## src/rtl/serial_sub_pkg.sv

```systemverilog
// Shared types and constants for the serial ripple-borrow subtractor.
package serial_sub_pkg;

   typedef enum logic [1:0] {
      IDLE = 2'd0,
      RUN  = 2'd1,
      DONE = 2'd2
   } state_t;

   localparam int SLICE_W = 2;

   // Counter width for n steps; never narrower than one bit.
   function automatic int clog2(input int n);
      int w;
      w = 0;
      while ((1 << w) < n) w++;
      return (w < 1) ? 1 : w;
   endfunction

endpackage

```

## src/rtl/two_bit_rcs.sv

```systemverilog
// Combinational 2-bit ripple-borrow subtractor: d = a - b - bin, built from two full subtractors.
module two_bit_rcs
   import serial_sub_pkg::*;
(
   input  logic [SLICE_W-1:0] a,
   input  logic [SLICE_W-1:0] b,
   input  logic               bin,
   output logic [SLICE_W-1:0] d,
   output logic               bout
);

   logic w_b0;

   assign d[0] = a[0] ^ b[0] ^ bin;
   assign w_b0 = (~a[0] & b[0]) | (~(a[0] ^ b[0]) & bin);

   assign d[1] = a[1] ^ b[1] ^ w_b0;
   assign bout = (~a[1] & b[1]) | (~(a[1] ^ b[1]) & w_b0);

endmodule

```

## src/rtl/serial_subtractor.sv

```systemverilog
// Multi-cycle subtractor: DIFF = A - B - bin, two bits per clock, valid/ready on both sides.
// Optional signed-overflow output enabled by defining SERIAL_SUB_OVERFLOW_EN.
module serial_subtractor
   import serial_sub_pkg::*;
#(
   parameter int WIDTH = 8
) (
   input  logic             clk,
   input  logic             rst,
   input  logic             in_valid,
   output logic             in_ready,
   input  logic [WIDTH-1:0] a,
   input  logic [WIDTH-1:0] b,
   input  logic             bin,
   output logic             out_valid,
   input  logic             out_ready,
   output logic [WIDTH-1:0] diff,
`ifdef SERIAL_SUB_OVERFLOW_EN
   output logic             ovf,
`endif
   output logic             bout
);

   localparam int STEPS = WIDTH / 2;
   localparam int CW    = clog2(STEPS);
   localparam logic [CW-1:0] LAST = CW'(STEPS - 1);

   state_t           r_state;
   logic [WIDTH-1:0] r_a;
   logic [WIDTH-1:0] r_b;
   logic [WIDTH-1:0] r_res;
   logic [WIDTH-1:0] r_diff;
   logic             r_borrow;
   logic [CW-1:0]    r_cnt;
   logic             r_bout;
   logic             r_out_valid;
   logic             r_in_ready;

   logic [SLICE_W-1:0] w_d;
   logic               w_bo;
   logic [WIDTH-1:0]   w_res_next;

   two_bit_rcs u_slice (
      .a    (r_a[SLICE_W-1:0]),
      .b    (r_b[SLICE_W-1:0]),
      .bin  (r_borrow),
      .d    (w_d),
      .bout (w_bo)
   );

   // New slice result enters at the top; after STEPS shifts bit 0 lands at the LSB.
   always_comb begin
      w_res_next = r_res >> SLICE_W;
      w_res_next[WIDTH-1 -: SLICE_W] = w_d;
   end

`ifdef SERIAL_SUB_OVERFLOW_EN
   logic r_a_msb;
   logic r_b_msb;
   logic r_ovf;
   assign ovf = r_ovf;
`endif

   always_ff @(posedge clk or posedge rst) begin
      if (rst) begin
         r_state     <= IDLE;
         r_a         <= '0;
         r_b         <= '0;
         r_res       <= '0;
         r_diff      <= '0;
         r_borrow    <= 1'b0;
         r_cnt       <= '0;
         r_bout      <= 1'b0;
         r_out_valid <= 1'b0;
         r_in_ready  <= 1'b1;
`ifdef SERIAL_SUB_OVERFLOW_EN
         r_a_msb     <= 1'b0;
         r_b_msb     <= 1'b0;
         r_ovf       <= 1'b0;
`endif
      end else begin
         case (r_state)
            IDLE: begin
               if (in_valid && r_in_ready) begin
                  r_a        <= a;
                  r_b        <= b;
                  r_borrow   <= bin;
                  r_cnt      <= '0;
                  r_in_ready <= 1'b0;
                  r_state    <= RUN;
`ifdef SERIAL_SUB_OVERFLOW_EN
                  r_a_msb    <= a[WIDTH-1];
                  r_b_msb    <= b[WIDTH-1];
`endif
               end
            end
            RUN: begin
               r_a      <= r_a >> SLICE_W;
               r_b      <= r_b >> SLICE_W;
               r_borrow <= w_bo;
               r_res    <= w_res_next;
               r_cnt    <= r_cnt + CW'(1);
               if (r_cnt == LAST) begin
                  r_diff      <= w_res_next;
                  r_bout      <= w_bo;
                  r_out_valid <= 1'b1;
                  r_state     <= DONE;
`ifdef SERIAL_SUB_OVERFLOW_EN
                  r_ovf <= (r_a_msb != r_b_msb) && (w_res_next[WIDTH-1] != r_a_msb);
`endif
               end
            end
            DONE: begin
               if (out_ready) begin
                  r_out_valid <= 1'b0;
                  r_in_ready  <= 1'b1;
                  r_state     <= IDLE;
               end
            end
            default: begin
               r_state <= IDLE;
            end
         endcase
      end
   end

   assign in_ready  = r_in_ready;
   assign out_valid = r_out_valid;
   assign diff      = r_diff;
   assign bout      = r_bout;

endmodule
```

## config.mk

```make
export PLATFORM = sky130hd
export DESIGN_NAME = serial_subtractor
export DESIGN_NICKNAME = d
export VERILOG_FILES = /design/src/rtl/serial_sub_pkg.sv /design/src/rtl/two_bit_rcs.sv /design/src/rtl/serial_subtractor.sv
export SDC_FILE = /design/constraint.sdc
export NUM_CORES = 1
export LEC_CHECK = 0
export CAP_MARGIN = 40
export CORE_AREA = 5 5 62 75
export CTS_CLUSTER_DIAMETER = 80
export DETAILED_ROUTE_END_ITERATION = 8
export DIE_AREA = 0 0 67 80
export PLACE_DENSITY = 0.76
export SYNTH_ARGS = -nofsm -noshare
export SYNTH_HDL_FRONTEND = slang
export SYNTH_HIERARCHICAL = 1
export SYNTH_SLANG_ARGS = --single-unit
export TNS_END_PERCENT = 10
```

## constraint.sdc

```tcl
create_clock -name clk -period 2 [get_ports clk]
set_input_delay 0.4 -clock clk [delete_from_list [all_inputs] [get_ports clk]]
set_output_delay 0.4 -clock clk [all_outputs]
set_load 0.05 [all_outputs]
```

; Yosys cells after proc, flatten, opt, wreduce, memory -nomap -nowiden
; Index checks and enable logic that the tools add are counted.
[classes]
shifts = 0
n_mux = 18
n_reduce_logical = 10
n_lt_le_gt_ge = 0
n_mul = 0
addsub = 1
div_mod_pow = 0
bitwise_logic = 14
n_eq_ne = 6
[ops]
columns = cell, n
row1 = one-hot mux 8 bit (2 select lines), 2
row2 = 2-to-1 mux 8 bit, 2
row3 = AND reduction 3 bit, 3
row4 = 2-to-1 mux 2 bit, 4
row5 = != test 2 bit (second input constant), 3
row6 = one-hot mux 1 bit (2 select lines), 3
row7 = one-hot mux 2 bit (3 select lines), 1
row8 = nonzero test 2 bit, 3
row9 = 2-to-1 mux 1 bit, 5
row10 = bitwise AND 1 bit, 4
row11 = == test 2 bit (second input constant), 2
row12 = inverter 1 bit, 4
row13 = one-hot mux 2 bit (2 select lines), 1
row14 = AND reduction 2 bit, 2
row15 = bitwise XOR 1 bit, 4
row16 = adder 2 x 1 -> 2 bit (second input constant), 1
row17 = == test 2 x 1 -> 1 bit (second input constant), 1
row18 = logical NOT 2 bit, 1
row19 = bitwise OR 1 bit, 2
row20 = logical AND 1 bit, 1
[word_totals]
memories = 0
romBits = 0
in_bits = 21
ram_bits = 0
register_bits = 40
latch_bits = 0

; Longest topological paths before layout
[logic_depth]
ltp_word = 7
depth_mapped = 7

; Modules after synthesis
; The synthesis kept the hierarchy.
[modules_own_cells]
columns = module, cells_per_inst, n_inst, area_per_inst_um2
row1 = serial_subtractor, 147, 1, 1609.0
row2 = two_bit_rcs, 7, 1, 58.8

; Least setup slack after synthesis
; OpenSTA, ideal clock, no wires.
[synth_path]
path_kind = register -> register
start = register r_in_ready (netlist: in_ready)
end = register r_a[2]
required_ps = 1879
slack_ps = 304
stages_incl_launch_ff = 6
arrival_time_ps = 1575
path_cell_list = dfstp_2 > nor4bb_1 > buf_4 > buf_12 > mux2i_1 > o21ai_2
[synth_between]
elab_chain_len = 3
[synth_rtl]
columns = item, line
row1 = "start, declared", serial_subtractor.sv:37  ; logic r_in_ready;
row2 = "start signal, assigned", serial_subtractor.sv:75  ; r_in_ready <= 1'b1;
row3 = "start signal, assigned", serial_subtractor.sv:89  ; r_in_ready <= 1'b0;
row4 = "start signal, assigned", serial_subtractor.sv:116  ; r_in_ready <= 1'b1;
row5 = logical AND 1 bit, serial_subtractor.sv:84  ; if (in_valid && r_in_ready) begin
row6 = != test 2 bit (no source line), -
row7 = AND reduction 2 bit (no source line), -
row8 = "end signal, assigned", serial_subtractor.sv:98  ; r_a <= r_a >> SLICE_W;
row9 = "end, declared", serial_subtractor.sv:29  ; logic [WIDTH-1:0] r_a;
; Every way passes these cells.
; A chain may end at the register's enable or synchronous reset.

; Worst setup path in the final report
[layout_path]
start = register r_out_valid (netlist: out_valid)
end = output port out_valid
[layout_rtl]
columns = item, line
row1 = "start, declared", serial_subtractor.sv:36  ; logic r_out_valid;
row2 = "start signal, assigned", serial_subtractor.sv:74  ; r_out_valid <= 1'b0;
row3 = "start signal, assigned", serial_subtractor.sv:106  ; r_out_valid <= 1'b1;
row4 = "start signal, assigned", serial_subtractor.sv:115  ; r_out_valid <= 1'b0;
row5 = "end, declared", serial_subtractor.sv:15  ; output logic out_valid,
; No word-level cell between the ends.

==> impl_metrics.csv <==
group,metric,value,unit
run_status,run_status,"complete, no violations",
final_layout,fin_area,0.002135,mm^2
power,ir_drop,466.1,uV
route,drc_errors,0,
setup_path,timing.critical_path.cells,"clkdlybuf4s50_1",
synthesis,syn-mean-instance-area,10.83,um^2
setup_path,cp_data_required_time,1.60,ns
synthesis,syn_nets,178,
final_layout,fin_cells,242,
final_layout,fill_cells,343,
worst_hold_path,hold_path_class,"reg2reg",
synthesis,library_cells_used_by_synthesis,25,
setup_path,critical-path-slowest-cell,"sky130_fd_sc_hd__clkdlybuf4s50_1",
sta,tns,0,ns
setup_path,crit_fanout,3,
sta,clock_skew,0.01044,ns
sta,final_hold_viol_count,0,
final_layout,fin_nets,211,
clock_tree,clkSlewWorstSetupHoldPaths,0.08,ns
place,gp_routability_congestion,0.7098,
place,placedCellCount,234,
route,viasPerCell,4.901,
floorplan,std_cell_rows,25,
floorplan,core_ar,0.003847,mm^2
place,port-buffer-count,31,
synthesis,part_of_the_yosys_area_used_for_sequential_elements,0.5709,
flow_run,drv_cap,0,
sta,maxSlewViolCount,0,
sta,timing.final.crit_period,1.851,ns
setup_path,startpoint_type,"flip-flop",
route,detail_route.first_pass.iterations,4,
sta,slew-limit-headroom,0.6475,
sta,grt_setup_unrepaired,"no",
place,dpl_cell_area,0.002039,mm^2
setup_path,timing.critical_path.arrival,1.45,ns
floorplan,design.portCount,32,
setup_path,cp_top_family,"buffers and inverters",
clock_tree,cts_max_level,2,
floorplan,die_width,67,um
clock_tree,tritoncts.num_buffers,5,
synthesis,ys.warnings.count,6,
setup_path,critPathMaxStageDelay,0.81,ns
floorplan,floorplan.initialDensity,0.4335,
power,power.static_leakage,0.0009030,uW
clock_tree,number_of_gates_given_a_new_drive_strength_after_cts,0,
sta,timing.final.crit_share,0.9253,
synthesis,cells_after_synth,154,
clock_tree,tritoncts_clock_tree,"built",
sta,finalSetupViolCount,0,
power,p_per_area,640.8,mW/mm^2
power,post-layout-total-power,1368,uW
synthesis,synth_seq_cells,38,
clock_tree,cts.hold.buffers_added,0,
setup_path,cp_num_buf_inv,1,
final_layout,diodes,0,
sta,timing.fmax,540.4,MHz
global_routing,grt_pass1_vias,1294,
setup_path,setup.worst_path.end_class,"primary output",
clock_tree,maximum_count_of_clock_buffers_along_a_single_path,2,
place,pre_cts_slack,0.1735,ns
synthesis,area_of_the_mapped_netlist,0.001668,mm^2
final_layout,layout.cells.most_common,"sky130_fd_sc_hd__nand2_1",
setup_path,criticalPathCategory,"reg2out",
final_layout,mostFrequentLayoutCells,"sky130_fd_sc_hd__nand2_1, sky130_fd_sc_hd__dfrtp_1, sky130_fd_sc_hd__clkdlybuf4s50_1",
global_routing,grt_start_max_net_pins,39,
clock_tree,worst_skew_pair.late_latency,0.28,ns
floorplan,die-height,80,um
global_routing,antenna_found_initial,0,
global_routing,grt_first_pass_wirelength,5.685,mm
route,avgRoutedWirePerCell,13.63,um
sta,tightest_slew,0.5288,ns
floorplan,fp.dieArea,0.005360,mm^2
final_layout,area_growth_syn_to_layout,27.98,%
sta,final_critical_path_setup_slack,0.1495,ns
route,antenna_left,0,
route,finalWirelength,3.298,mm
place,hpwlAfterDp,2.395,mm
clock_tree,post_cts_buffers,0,
final_layout,final_layout_size_suffix_gt1_frac,0.1383,
route,dr_total_vias,1186,
clock_tree,ctsRootBufferMaster,"sky130_fd_sc_hd__clkbuf_8",
global_routing,global_route_usage_over_all_layers,0.1381,
clock_tree,cts.sinks,38,
global_routing,gr-total-overflow,0,
route,drt_first_iter_violations,51,
[power by group]
group / total [uW] / internal [uW] / switching [uW]
Combinational: 60.0 / 37.7 / 22.3
Sequential: 768 / 768 / 0
Clock: 540 / 277 / 263
Total: 1370 / 1080 / 285
[final cells by class]
| type | count | area, um^2 | share of cell area |
|---|---|---|---|
| flip-flops and latches | 38 | 952.2 | 0.4461 |
| inverters | 8 | 30.03 | 0.01407 |
| clock inverters | 2 | 12.51 | 0.005862 |
| multi-input cells | 100 | 646.9 | 0.3030 |
| clock buffers | 6 | 82.58 | 0.03869 |
| repair buffers | 34 | 342.8 | 0.1606 |
| well taps | 54 | 67.56 | 0.03165 |
[metal layers]
| layer | vias up | global-route usage | wire, um |
|---|---|---|---|
| met5 | - | 0 | 0 |
| met4 | 0 | 0.05274 | 23 |
| met3 | 2 | 0.03099 | 145 |
| met2 | 25 | 0.2448 | 1764 |
| met1 | 592 | 0.1580 | 1364 |
| li1 | 567 | - | - |
[synthesized netlist by cell type]
cell,number,area (um^2)
sky130_fd_sc_hd__ha_1,1,12.51
sky130_fd_sc_hd__nor2b_1,1,6.260
sky130_fd_sc_hd__clkbuf_1,1,3.750
sky130_fd_sc_hd__buf_4,1,7.510
sky130_fd_sc_hd__nand3_1,1,5.000
sky130_fd_sc_hd__o21bai_1,1,7.510
sky130_fd_sc_hd__o21ai_0,12,60.06
sky130_fd_sc_hd__fa_1,2,40.04
sky130_fd_sc_hd__dfstp_2,1,26.28
sky130_fd_sc_hd__nor2_1,1,3.750
sky130_fd_sc_hd__mux2i_1,13,130.1
sky130_fd_sc_hd__buf_12,1,20.02
sky130_fd_sc_hd__nand3b_1,1,7.510
sky130_fd_sc_hd__nand2b_1,2,12.51
sky130_fd_sc_hd__clkbuf_2,1,5.000
sky130_fd_sc_hd__buf_2,4,20.02
sky130_fd_sc_hd__dfrtp_1,37,925.9
sky130_fd_sc_hd__nor4bb_1,1,10.01
sky130_fd_sc_hd__o21ai_2,1,8.760
sky130_fd_sc_hd__o21ai_1,8,40.04
sky130_fd_sc_hd__inv_1,8,30.03
sky130_fd_sc_hd__mux2_2,9,101.4
sky130_fd_sc_hd__nand2_1,42,157.7
sky130_fd_sc_hd__a21oi_1,3,15.01
sky130_fd_sc_hd__nand2_4,1,11.26
[tightest hold or removal path, delay by kind of cell, from the launching register on]
kind	cells	cell delay, ns
DFF	1	0.35
and+or+nand+nor	2	0.10
[state kept, by name (all words and copies together), names as in the netlist]
name and cells:
diff 8, r_a 8, r_b 8, r_res 6, r_cnt 2, r_state 2, bout 1, in_ready 1
out_valid 1, r_borrow 1
[path summary, 6_finish.rpt]
path,cells past startpoint,slack [ns],endpoint,startpoint
worst max-delay path,1,0.15,out_valid,out_valid$_DFFE_PP0P_
worst min-delay path,2,0.48,r_res[2]$_DFFE_PP0P_,r_res[2]$_DFFE_PP0P_
worst max register to register,5,0.27,diff[7]$_DFFE_PP0P_,r_a[0]$_DFFE_PP0P_
worst min register to register,2,0.48,r_res[2]$_DFFE_PP0P_,r_res[2]$_DFFE_PP0P_
max in group asynchronous,3,1.11,in_ready$_DFFE_PP1P_,rst
min in group asynchronous,3,0.53,r_res[5]$_DFFE_PP0P_,rst
[logic make-up after synthesis]
logic type | Yosys count | share of synthesized area
AO/OA/AOI/OAI | 25 | 0.07877
adder cells (fa/ha/maj) | 3 | 0.03151
buffers and inverters | 16 | 0.05176
flip-flops | 38 | 0.5709
multiplexers | 22 | 0.1388
AND/OR/NAND/NOR | 50 | 0.1283
[through the flow]
step                hold slack, ns  utilization
floorplan                   0.4418            -
global placement            0.4568       0.5301
detailed placement          0.4661       0.5301
CTS                         0.4833       0.5548
global route                0.5127       0.5548
finish                      0.4804       0.5548
Note: power is estimated with default switching activity, not from simulation.
